**src/rtl/mem_arbiter.sv**
```systemverilog
// mem_arbiter
// Two-requester round-robin arbiter and access sequencer for a shared
// single-port memory. One memory command is issued at a time, read data is
// routed back to the requester that issued the read, and the read/write
// strobes are never asserted together.
//
// Ports
//   clk, rst            : clock, synchronous active-high reset
//   req0/1, we0/1       : request and direction (1 = write) per requester
//   addr0/1, wdata0/1   : request address and write data per requester
//   gnt0/1              : one-cycle pulse, request issued to memory this cycle
//   rvalid0/1           : one-cycle pulse, rdata holds that requester's result
//   rdata               : registered read data, shared by both requesters
//   busy                : high whenever the sequencer is not idle
//   mem_read, mem_write : registered memory command strobes
//   mem_addr            : registered memory address
//   mem_data_in         : registered memory write data
//   mem_data_out        : memory read data, valid the cycle after mem_read
module mem_arbiter #(
  parameter int ADDR_W = 5,
  parameter int DATA_W = 8
) (
  input  logic              clk,
  input  logic              rst,
  input  logic              req0,
  input  logic              req1,
  input  logic              we0,
  input  logic              we1,
  input  logic [ADDR_W-1:0] addr0,
  input  logic [ADDR_W-1:0] addr1,
  input  logic [DATA_W-1:0] wdata0,
  input  logic [DATA_W-1:0] wdata1,
  output logic              gnt0,
  output logic              gnt1,
  output logic              rvalid0,
  output logic              rvalid1,
  output logic [DATA_W-1:0] rdata,
  output logic              busy,
  output logic              mem_read,
  output logic              mem_write,
  output logic [ADDR_W-1:0] mem_addr,
  output logic [DATA_W-1:0] mem_data_in,
  input  logic [DATA_W-1:0] mem_data_out
);

  typedef enum logic [1:0] {
    ST_IDLE   = 2'd0,
    ST_ACCESS = 2'd1,
    ST_RDATA  = 2'd2
  } state_t;

  state_t            state_q, state_d;
  logic              last_q, last_d;      // requester served most recently
  logic              win_q, win_d;        // requester owning the current access
  logic              gnt0_q, gnt0_d;
  logic              gnt1_q, gnt1_d;
  logic              rvalid0_q, rvalid0_d;
  logic              rvalid1_q, rvalid1_d;
  logic [DATA_W-1:0] rdata_q, rdata_d;
  logic              mem_read_q, mem_read_d;
  logic              mem_write_q, mem_write_d;
  logic [ADDR_W-1:0] mem_addr_q, mem_addr_d;
  logic [DATA_W-1:0] mem_data_in_q, mem_data_in_d;

  logic              grant_any;
  logic              grant_idx;
  logic              sel_we;
  logic [ADDR_W-1:0] sel_addr;
  logic [DATA_W-1:0] sel_wdata;

  // Arbitration: on contention the requester that was not served last wins.
  always_comb begin
    grant_any = 1'b0;
    grant_idx = 1'b0;
    if (req0 && req1) begin
      grant_any = 1'b1;
      grant_idx = ~last_q;
    end else if (req0) begin
      grant_any = 1'b1;
      grant_idx = 1'b0;
    end else if (req1) begin
      grant_any = 1'b1;
      grant_idx = 1'b1;
    end else begin
      grant_any = 1'b0;
      grant_idx = 1'b0;
    end
  end

  // Request mux: select the winning requester's command fields.
  always_comb begin
    if (grant_idx) begin
      sel_we    = we1;
      sel_addr  = addr1;
      sel_wdata = wdata1;
    end else begin
      sel_we    = we0;
      sel_addr  = addr0;
      sel_wdata = wdata0;
    end
  end

  // State and output registers with synchronous reset.
  always_ff @(posedge clk) begin
    if (rst) begin
      state_q       <= ST_IDLE;
      last_q        <= 1'b1;  // requester 0 wins the first contended round
      win_q         <= 1'b0;
      gnt0_q        <= 1'b0;
      gnt1_q        <= 1'b0;
      rvalid0_q     <= 1'b0;
      rvalid1_q     <= 1'b0;
      rdata_q       <= {DATA_W{1'b0}};
      mem_read_q    <= 1'b0;
      mem_write_q   <= 1'b0;
      mem_addr_q    <= {ADDR_W{1'b0}};
      mem_data_in_q <= {DATA_W{1'b0}};
    end else begin
      state_q       <= state_d;
      last_q        <= last_d;
      win_q         <= win_d;
      gnt0_q        <= gnt0_d;
      gnt1_q        <= gnt1_d;
      rvalid0_q     <= rvalid0_d;
      rvalid1_q     <= rvalid1_d;
      rdata_q       <= rdata_d;
      mem_read_q    <= mem_read_d;
      mem_write_q   <= mem_write_d;
      mem_addr_q    <= mem_addr_d;
      mem_data_in_q <= mem_data_in_d;
    end
  end

  // Next-state logic; mem_read_q marks the access in flight as a read.
  always_comb begin
    state_d = state_q;
    case (state_q)
      ST_IDLE: begin
        if (grant_any) begin
          state_d = ST_ACCESS;
        end else begin
          state_d = ST_IDLE;
        end
      end
      ST_ACCESS: begin
        if (mem_read_q) begin
          state_d = ST_RDATA;
        end else begin
          state_d = ST_IDLE;
        end
      end
      ST_RDATA: begin
        state_d = ST_IDLE;
      end
      default: begin
        state_d = ST_IDLE;
      end
    endcase
  end

  // Output logic: strobes and pulses default low, datapath registers hold.
  always_comb begin
    last_d        = last_q;
    win_d         = win_q;
    gnt0_d        = 1'b0;
    gnt1_d        = 1'b0;
    rvalid0_d     = 1'b0;
    rvalid1_d     = 1'b0;
    rdata_d       = rdata_q;
    mem_read_d    = 1'b0;
    mem_write_d   = 1'b0;
    mem_addr_d    = mem_addr_q;
    mem_data_in_d = mem_data_in_q;
    case (state_q)
      ST_IDLE: begin
        // Loading at the arbitration edge makes gnt and the strobes visible
        // during the ACCESS cycle itself.
        if (grant_any) begin
          win_d       = grant_idx;
          gnt0_d      = ~grant_idx;
          gnt1_d      = grant_idx;
          mem_write_d = sel_we;
          mem_read_d  = ~sel_we;
          mem_addr_d  = sel_addr;
          if (sel_we) begin
            mem_data_in_d = sel_wdata;
          end else begin
            mem_data_in_d = mem_data_in_q;
          end
        end else begin
          win_d = win_q;
        end
      end
      ST_ACCESS: begin
        last_d = win_q;
      end
      ST_RDATA: begin
        // Memory data is valid now; capture it and flag the owner next cycle.
        rdata_d   = mem_data_out;
        rvalid0_d = ~win_q;
        rvalid1_d = win_q;
      end
      default: begin
        last_d = last_q;
      end
    endcase
  end

  assign gnt0        = gnt0_q;
  assign gnt1        = gnt1_q;
  assign rvalid0     = rvalid0_q;
  assign rvalid1     = rvalid1_q;
  assign rdata       = rdata_q;
  assign busy        = (state_q != ST_IDLE);
  assign mem_read    = mem_read_q;
  assign mem_write   = mem_write_q;
  assign mem_addr    = mem_addr_q;
  assign mem_data_in = mem_data_in_q;

endmodule
```
**config.mk**
```make
export PLATFORM = sky130hd
export DESIGN_NAME = mem_arbiter
export DESIGN_NICKNAME = d
export VERILOG_FILES = /design/src/rtl/mem_arbiter.sv
export SDC_FILE = /design/constraint.sdc
export NUM_CORES = 1
export LEC_CHECK = 0
export BUFFER_PORTS_ARGS = -buffer_cell sky130_fd_sc_hd__buf_2
export CAP_MARGIN = 20
export CORE_ASPECT_RATIO = 1.5
export CORE_MARGIN = 2
export CORE_UTILIZATION = 47
export CTS_BUF_LIST = sky130_fd_sc_hd__clkbuf_8
export DETAILED_ROUTE_END_ITERATION = 8
export PLACE_DENSITY = 0.9
export SYNTH_ARGS = -nofsm -noshare
export SYNTH_HDL_FRONTEND = slang
export SYNTH_SLANG_ARGS = --single-unit
```
**constraint.sdc**
```tcl
create_clock -name clk -period 1.6 [get_ports clk]
set_clock_uncertainty 0.15 [all_clocks]
set_input_delay 0.24 -clock clk [delete_from_list [all_inputs] [get_ports clk]]
set_output_delay 0.24 -clock clk [all_outputs]
set_load 0.01 [all_outputs]
```
### Word level (Yosys, flattened, before mapping)

Index checks and enable logic that the tools add are counted.

| storage, ports and cells | value |
|---|---|
| register bits after elaboration | 31 |
| output and inout bits | 28 |

| operators by class | value |
|---|---|
| equal/unequal tests | 2 |
| multiplexer cells | 11 |
| bitwise gates (word level) | 7 |
| reduce and logical (&&, ||, !) cells | 7 |

Operator list:

| kind | count |
|---|---|
| $mux 8 | 1 |
| $mux 1 | 7 |
| $not 1->1 | 7 |
| $mux 5 | 1 |
| $pmux 2 s2 | 1 |
| $reduce_and 3->1 | 1 |
| $reduce_or 3->1 | 1 |
| $eq 2x1->1 const B | 1 |
| $eq 2x2->1 const B | 1 |
| $logic_not 2->1 | 1 |
| $mux 2 | 1 |
| $reduce_and 2->1 | 1 |
| $reduce_bool 2->1 | 1 |
| $reduce_or 2->1 | 1 |
| $logic_and 1x1->1 | 1 |

### Logic depth before layout (Yosys ltp)

Gate-level depths: netlist of the first run.

| logic depth | value |
|---|---|
| word-level depth | 5 |
| gate-level depth with buffers | 5 |

### Least setup slack after synthesis of the first run

OpenSTA, ideal clock, no wires.

| timing | value |
|---|---|
| path type | reg-to-reg |
| from | register state_q[1] |
| to | register mem_data_in_q[3], in the netlist mem_data_in[3] |
| library setup time | 127 ps |
| arrival time | 1179 ps |
| data required time | 1323 ps |
| slack | 143 ps |
| stages on the path, launching flop included | 6 |
| buffers on the path | 1 |
| clock period less this slack | 1457 ps |
| cell sequence | dfxtp_1 > or2_4 > or2_4 > buf_6 > a21oi_1 > nor4_2 |

| between the ends | value |
|---|---|
| cells in the longest elaborated chain, start to end | 2 |

Ends and longest elaborated chain:

| item | line | source |
|---|---|---|
| from (decl) | 52 | `state_t state_q, state_d;` |
| from (signal assigned) | 119 | `state_q <= state_d;` |
| $logic_not 2->1 | 174 | `case (state_q)` |
| $reduce_and 3->1 (no source line) | -- |  |
| to (signal assigned) | 117 | `mem_data_in_q <= {DATA_W{1'b0}};` |
| to (signal assigned) | 130 | `mem_data_in_q <= mem_data_in_d;` |
| to (decl) | 63 | `logic [DATA_W-1:0] mem_data_in_q, mem_data_in_d;` |

No other way between the ends.
A chain may end at the register's enable or synchronous reset.

### Worst setup path after layout of the first run

| timing | value |
|---|---|
| from | register state_q[1] |
| to | register mem_data_in_q[5], in the netlist mem_data_in[5] |

Same word-level chain as after synthesis.

==> run_results.csv, run 1 <==
group,metric,value,unit
clock_network,path_clk_slew,0.07,ns
timing,timing.fmax,677,MHz
layout,layout-drive-gt1-share,43.0,%
setup_path,worst-path-max-fanout,13,
clock_network,insertion_delay,0.28,ns
synthesis,ys.flop_type,"dfxtp_1",
grt,grt_pass1_wl,5640,um
clock_network,cts-resized-gates,0,
floorplan,core,0.00288,mm2
timing,final_max_slew_viol_count,0,
synthesis,synth_seq_cells,31,
detailed_routing,routed_via_density,5.04,
clock_network,cts.sinks,31,
setup_path,critPathLaunchType,"flip-flop",
placed_design,placed_area,0.00180,mm2
placed_design,dp_hpwl,2380,um
setup_path,end_kind,"flip-flop",
clock_network,hold_buffers,0,
layout,area_growth_syn_to_layout,34.5,%
grt,antenna_found_initial,0,
pwr,p_switching,507,uW
placed_design,numPortBuffers,67,
pwr,vdd_drop_max,607,uV
synthesis,syn_nets,200,
pwr,clockPowerShare,32.8,%
grt,track_usage,20.8,%
setup_path,cp.required,1.63,ns
detailed_routing,routed_wirelength,3250,um
pwr,comb_power_share,20.0,%
floorplan,dieArea,0.00345,mm2
synthesis,syn_area,0.00141,mm2
detailed_routing,drt_iter0_drc,35,
floorplan,chipWidth,48.6,um
pwr,p_int,1290,uW
synthesis,synth_seq_area_share,44.2,%
min_path,hold_class,"in -> reg",
placed_design,globalplace.congestion,0.750,
synthesis,syn-instance-count,160,
min_path,min_path_cells,3,
pwr,power_density,949,mW/mm2
synthesis,ys_warn_count,0,
setup_path,arrival,1.50,ns
timing,final_hold_viol_count,0,
setup_path,worstSetupPathType,"reg -> reg",
run_status,status,"finished, final reports clean",
pwr,netSwitchingFraction,28.3,%
clock_network,cts-buffers-inserted,5,
clock_network,cts_buffer_depth,2,
timing,period_share,92.3,%
synthesis,synth.top_cell.area_share,44.2,%
layout,nets,267,
detailed_routing,wl_per_cell,12.2,um
clock_network,cts_tree,"done",
synthesis,yosysMostFrequentCell,"dfxtp_1",
synthesis,synth_top_cells_by_count,"dfxtp_1, nand2_1, a21oi_1",
setup_path,r2r_end,"mem_data_in[5]$_SDFFE_PP0P_",
detailed_routing,drc,0,
flow_run,cap_violations,0,
clock_network,post_cts.repair.setup_buffers,0,
timing,rsz0062_at_grt,"no",
setup_path,r2r_start,"state_q[1]$_SDFF_PP0_",
clock_network,htree_levels,2,
detailed_routing,via_count,1347,
grt,grt_max_degree,17,
detailed_routing,route.antenna.remaining_nets,0,
synthesis,synth_cell_types,25,
layout,diodes,0,
timing,setup_viol,0,
floorplan,ioPinCount,68,
setup_path,reg2reg_slack,0.12,ns
timing,tightest_slew,0.493,ns
setup_path,reg2regPathDepth,4,
floorplan,num_rows,24,
synthesis,synthArstFlopShare,0,%
pwr,total_power,1790,uW
layout,finalInstanceArea,0.00189,mm2
min_path,holdPathEnd,"rdata[1]$_SDFFE_PP0N_",
detailed_routing,first_pass_iters,4,
timing,maxSlewHeadroom,67.1,%
synthesis,synth_area_leaders,"dfxtp_1, nand3b_1, nand2_1, nor4_2, a21oi_1",
synthesis,synth_edf_count,0,
floorplan,die_h,71.0,um
floorplan,start_util,48.7,%
min_path,min_from,"mem_data_out[1]",
synthesis,yosysTopAreaCell,"dfxtp_1",
pwr,power_leakage,0.000842,uW
grt,grt_pass1_vias,1331,
clock_network,root_buffer,"clkbuf_8",
pwr,pwr-share-seq,47.2,%
timing,layout_min_cycle_time,1.48,ns
synthesis,synth.avg_cell_area,8.78,um2
grt,grt_remaining_overflow,0,
timing,fin_setup_tns,0,ns
[cells by family after synthesis]
| family | after synthesis | share of synthesized area, % |
|---|---|---|
| AOI/OAI and AO/OA | 26 | 11.8 |
| buffers and inverters | 13 | 4.90 |
| DFF | 31 | 44.2 |
| and+or+nand+nor | 90 | 39.1 |
[stage by stage]
step           utilization [%]  instances  setup slack (ns)  hold slack [ns]
2_1_floorplan                -        160             0.143            0.226
3_3_place_gp              62.5        259            0.0671            0.288
3_5_place_dp              62.5        259            0.0176            0.295
4_1_cts                   65.5        267           0.00375           0.0379
5_1_grt                   65.5        267            0.0305           0.0432
6_report                  65.5        267             0.123           0.0384
[sequential cells by signal, summed over array words and instances, names as in the netlist]
| signal | flops |
|---|---|
| mem_read | 1 |
| mem_data_in | 8 |
| rvalid0 | 1 |
| gnt0 | 1 |
| rvalid1 | 1 |
| gnt1 | 1 |
| last_q | 1 |
| rdata | 8 |
| mem_addr | 5 |
| mem_write | 1 |
| state_q | 2 |
| win_q | 1 |
[worst max-delay path, stage by stage, from the launching register on]
cell     delay [ns]
dfxtp_1        0.33
or2_4          0.28
or2_4          0.34
a21oi_1        0.20
nor4_2         0.07
[area by class of cell]
type                            instances  area, um2
Clock buffer                            5       68.8
Clock inverter                          3       15.0
Fill cell                             270        993
Multi-Input combinational cell        116        718
Sequential cell                        31        621
Tap cell                               39       48.8
Timing Repair Buffer                   73        418
[layout by cell type (no fill, tap or decap), drive strengths merged]
| cell type | instances |
|---|---|
| dfxtp | 31 |
| a21oi | 17 |
| buf | 73 |
| or2b | 1 |
| a21bo | 1 |
| nor3b | 1 |
| a311oi | 5 |
| nand2 | 28 |
| or2 | 2 |
| nor2b | 3 |
| o21a | 1 |
| nor3 | 11 |
| and2 | 2 |
| nor4 | 9 |
| a21boi | 1 |
| and3b | 1 |
| clkinv | 3 |
| a211o | 1 |
| nor2 | 16 |
| clkbuf | 5 |
| nand3b | 16 |
[power groups by stage]
| stage | logic, uW | registers [uW] | clock network (uW) |
|---|---|---|---|
| 6_report | 360 | 847 | 587 |
| 5_1_grt | 402 | 852 | 634 |
| 4_1_cts | 364 | 847 | 590 |
| 3_5_place_dp | 360 | 864 | 0 |
| 3_3_place_gp | 353 | 862 | 0 |
| 2_1_floorplan | 202 | 882 | 0 |
[worst max path at each step]
stage	from	end	slack, ns	depth (start not counted)
after floorplan	state_q[1]$_SDFF_PP0_	mem_data_in[3]$_SDFFE_PP0P_	0.14	5
after global placement	req1	mem_data_in[4]$_SDFFE_PP0P_	0.07	5
after detailed placement	req1	mem_data_in[6]$_SDFFE_PP0P_	0.02	5
after CTS	last_q$_SDFFE_PP1P_	mem_data_in[6]$_SDFFE_PP0P_	0.004	4
after global routing	state_q[1]$_SDFF_PP0_	mem_addr[4]$_SDFFE_PP0P_	0.03	5
final	state_q[1]$_SDFF_PP0_	mem_data_in[5]$_SDFFE_PP0P_	0.12	4
[layer usage]
layer  GRT usage, %  part of all wire [%]
met5              0                     0
met4           11.7                   3.0
met3           5.49                   5.0
met2           36.1                    52
met1           22.7                    40
Power figures use the tool's default switching activity.
==> run 2: changes to the inputs <==
RECOVER_POWER = 50   (was default)
==> run_results.csv, run 2 (synthesis gave the netlist of run 1 again) <==
group,metric,value,unit
grt,grt_pass1_wl,5640,um
clock_network,cts_tree,"done",
setup_path,reg2reg_slack,0.12,ns
timing,fin_setup_tns,0,ns
layout,final_cell_mix,"buf_2, dfxtp_1, nand2_1",
timing,final_hold_viol_count,0,
setup_path,arrival,1.49,ns
layout,nets,267,
clock_network,cts.sinks,31,
floorplan,num_rows,24,
layout,fillerInstances,277,
run_status,status,"finished, final reports clean",
timing,layout_min_cycle_time,1.48,ns
grt,grt_remaining_overflow,0,
pwr,power_leakage,0.000732,uW
setup_path,reg2regPathDepth,4,
timing,setup_viol,0,
setup_path,critPathLaunchType,"flip-flop",
pwr,power_density,958,mW/mm2
setup_path,startpoint,"state_q[1]$_SDFF_PP0_",
pwr,vdd_drop_max,608,uV
layout,finalInstanceArea,0.00186,mm2
timing,timing.fmax,677,MHz
min_path,hold_class,"in -> reg",
floorplan,core,0.00288,mm2
timing,period_share,92.4,%
detailed_routing,drt_iter0_drc,44,
detailed_routing,route.antenna.remaining_nets,0,
clock_network,cts-buffers-inserted,5,
clock_network,root_buffer,"clkbuf_8",
timing,final_max_slew_viol_count,0,
detailed_routing,routed_wirelength,3270,um
floorplan,start_util,48.7,%
floorplan,ioPinCount,68,
detailed_routing,drc,0,
grt,grt_pass1_vias,1331,
grt,track_usage,20.8,%
timing,maxSlewHeadroom,66.9,%
setup_path,worst-path-max-fanout,13,
placed_design,placed_area,0.00180,mm2
timing,tightest_slew,0.496,ns
layout,diodes,0,
placed_design,numPortBuffers,67,
layout,final_common_cell,"buf_2",
grt,antenna_found_initial,0,
placed_design,dp_hpwl,2380,um
grt,grt_max_degree,17,
placed_design,globalplace.congestion,0.750,
clock_network,htree_levels,2,
flow_run,cap_violations,0,
floorplan,dieArea,0.00345,mm2
setup_path,r2r_start,"state_q[1]$_SDFF_PP0_",
clock_network,cts_buffer_depth,2,
setup_path,cp.required,1.61,ns
layout,multi_input_area,718,um2
detailed_routing,wl_per_cell,12.2,um
clock_network,insertion_delay,0.28,ns
setup_path,crit_path_end,"mem_data_in[1]$_SDFFE_PP0P_",
setup_path,worstSetupPathType,"reg -> reg",
detailed_routing,first_pass_iters,4,
floorplan,die_h,71.0,um
setup_path,r2r_end,"mem_data_in[1]$_SDFFE_PP0P_",
layout,layout-drive-gt1-share,31.1,%
layout,seqCellArea,621,um2
timing,rsz0062_at_grt,"no",
floorplan,chipWidth,48.6,um
detailed_routing,via_count,1378,
layout,area_growth_syn_to_layout,32.1,%
clock_network,path_clk_slew,0.06,ns
clock_network,post_cts.repair.setup_buffers,0,
setup_path,end_kind,"flip-flop",
detailed_routing,routed_via_density,5.16,
[run 2: timing repair]
item                                    in CTS  in global routing
endpoints found under the setup margin       0                  8
resized for setup                            0                  2
hold buffers                                 0                  0
[run 2: how the worst min path moves through the flow]
| stage | from | endpoint | slack [ns] | depth (start not counted) |
|---|---|---|---|---|
| 6_report | mem_data_out[1] | rdata[1]$_SDFFE_PP0N_ | 0.04 | 3 |
| 5_1_grt | mem_data_out[4] | rdata[4]$_SDFFE_PP0N_ | 0.04 | 3 |
| 4_1_cts | mem_data_out[1] | rdata[1]$_SDFFE_PP0N_ | 0.04 | 3 |
| 3_5_place_dp | rdata[3]$_SDFFE_PP0N_ | rdata[3]$_SDFFE_PP0N_ | 0.29 | 2 |
| 3_3_place_gp | rdata[3]$_SDFFE_PP0N_ | rdata[3]$_SDFFE_PP0N_ | 0.29 | 2 |
| 2_1_floorplan | mem_data_out[0] | rdata[0]$_SDFFE_PP0N_ | 0.23 | 2 |
[run 2: layout make-up]
type | count | share of cell area (%)
clock buffer | 5 | 3.71
clock inverter | 3 | 0.809
multi-input combinational | 116 | 38.7
sequential | 31 | 33.4
tap | 39 | 2.63
timing repair buffer | 73 | 20.7
[run 2: worst max-delay path, cell delays in order (launching register included)]
cell and delay, ns:
dfxtp_1 0.33, or2_4 0.28, or2_4 0.34, a21oi_1 0.19, nor4_2 0.07
[run 2: per-stage QoR]
step	hold slack [ns]	total power [uW]	setup slack [ns]	cells	util, %
global route	0.0432	1880	0.0302	267	64.4
floorplan	0.226	1080	0.143	160	-
CTS	0.0379	1800	0.00375	267	65.5
finish	0.0381	1780	0.122	267	64.4
global placement	0.288	1220	0.0671	259	62.5
detailed placement	0.295	1220	0.0176	259	62.5
[run 2: report_power, final]
group          switching [uW]  leakage (uW)  internal (uW)  total (uW)
registers                28.7      0.000254            820         848
clock network             284     0.0000477            297         581
logic                     189      0.000431            160         349
[run 2: metal layers]
layer	share of wire, %	GRT usage [%]
met1	39	22.7
met2	51	36.1
met3	7.1	5.49
met4	3.2	11.7
met5	0	0
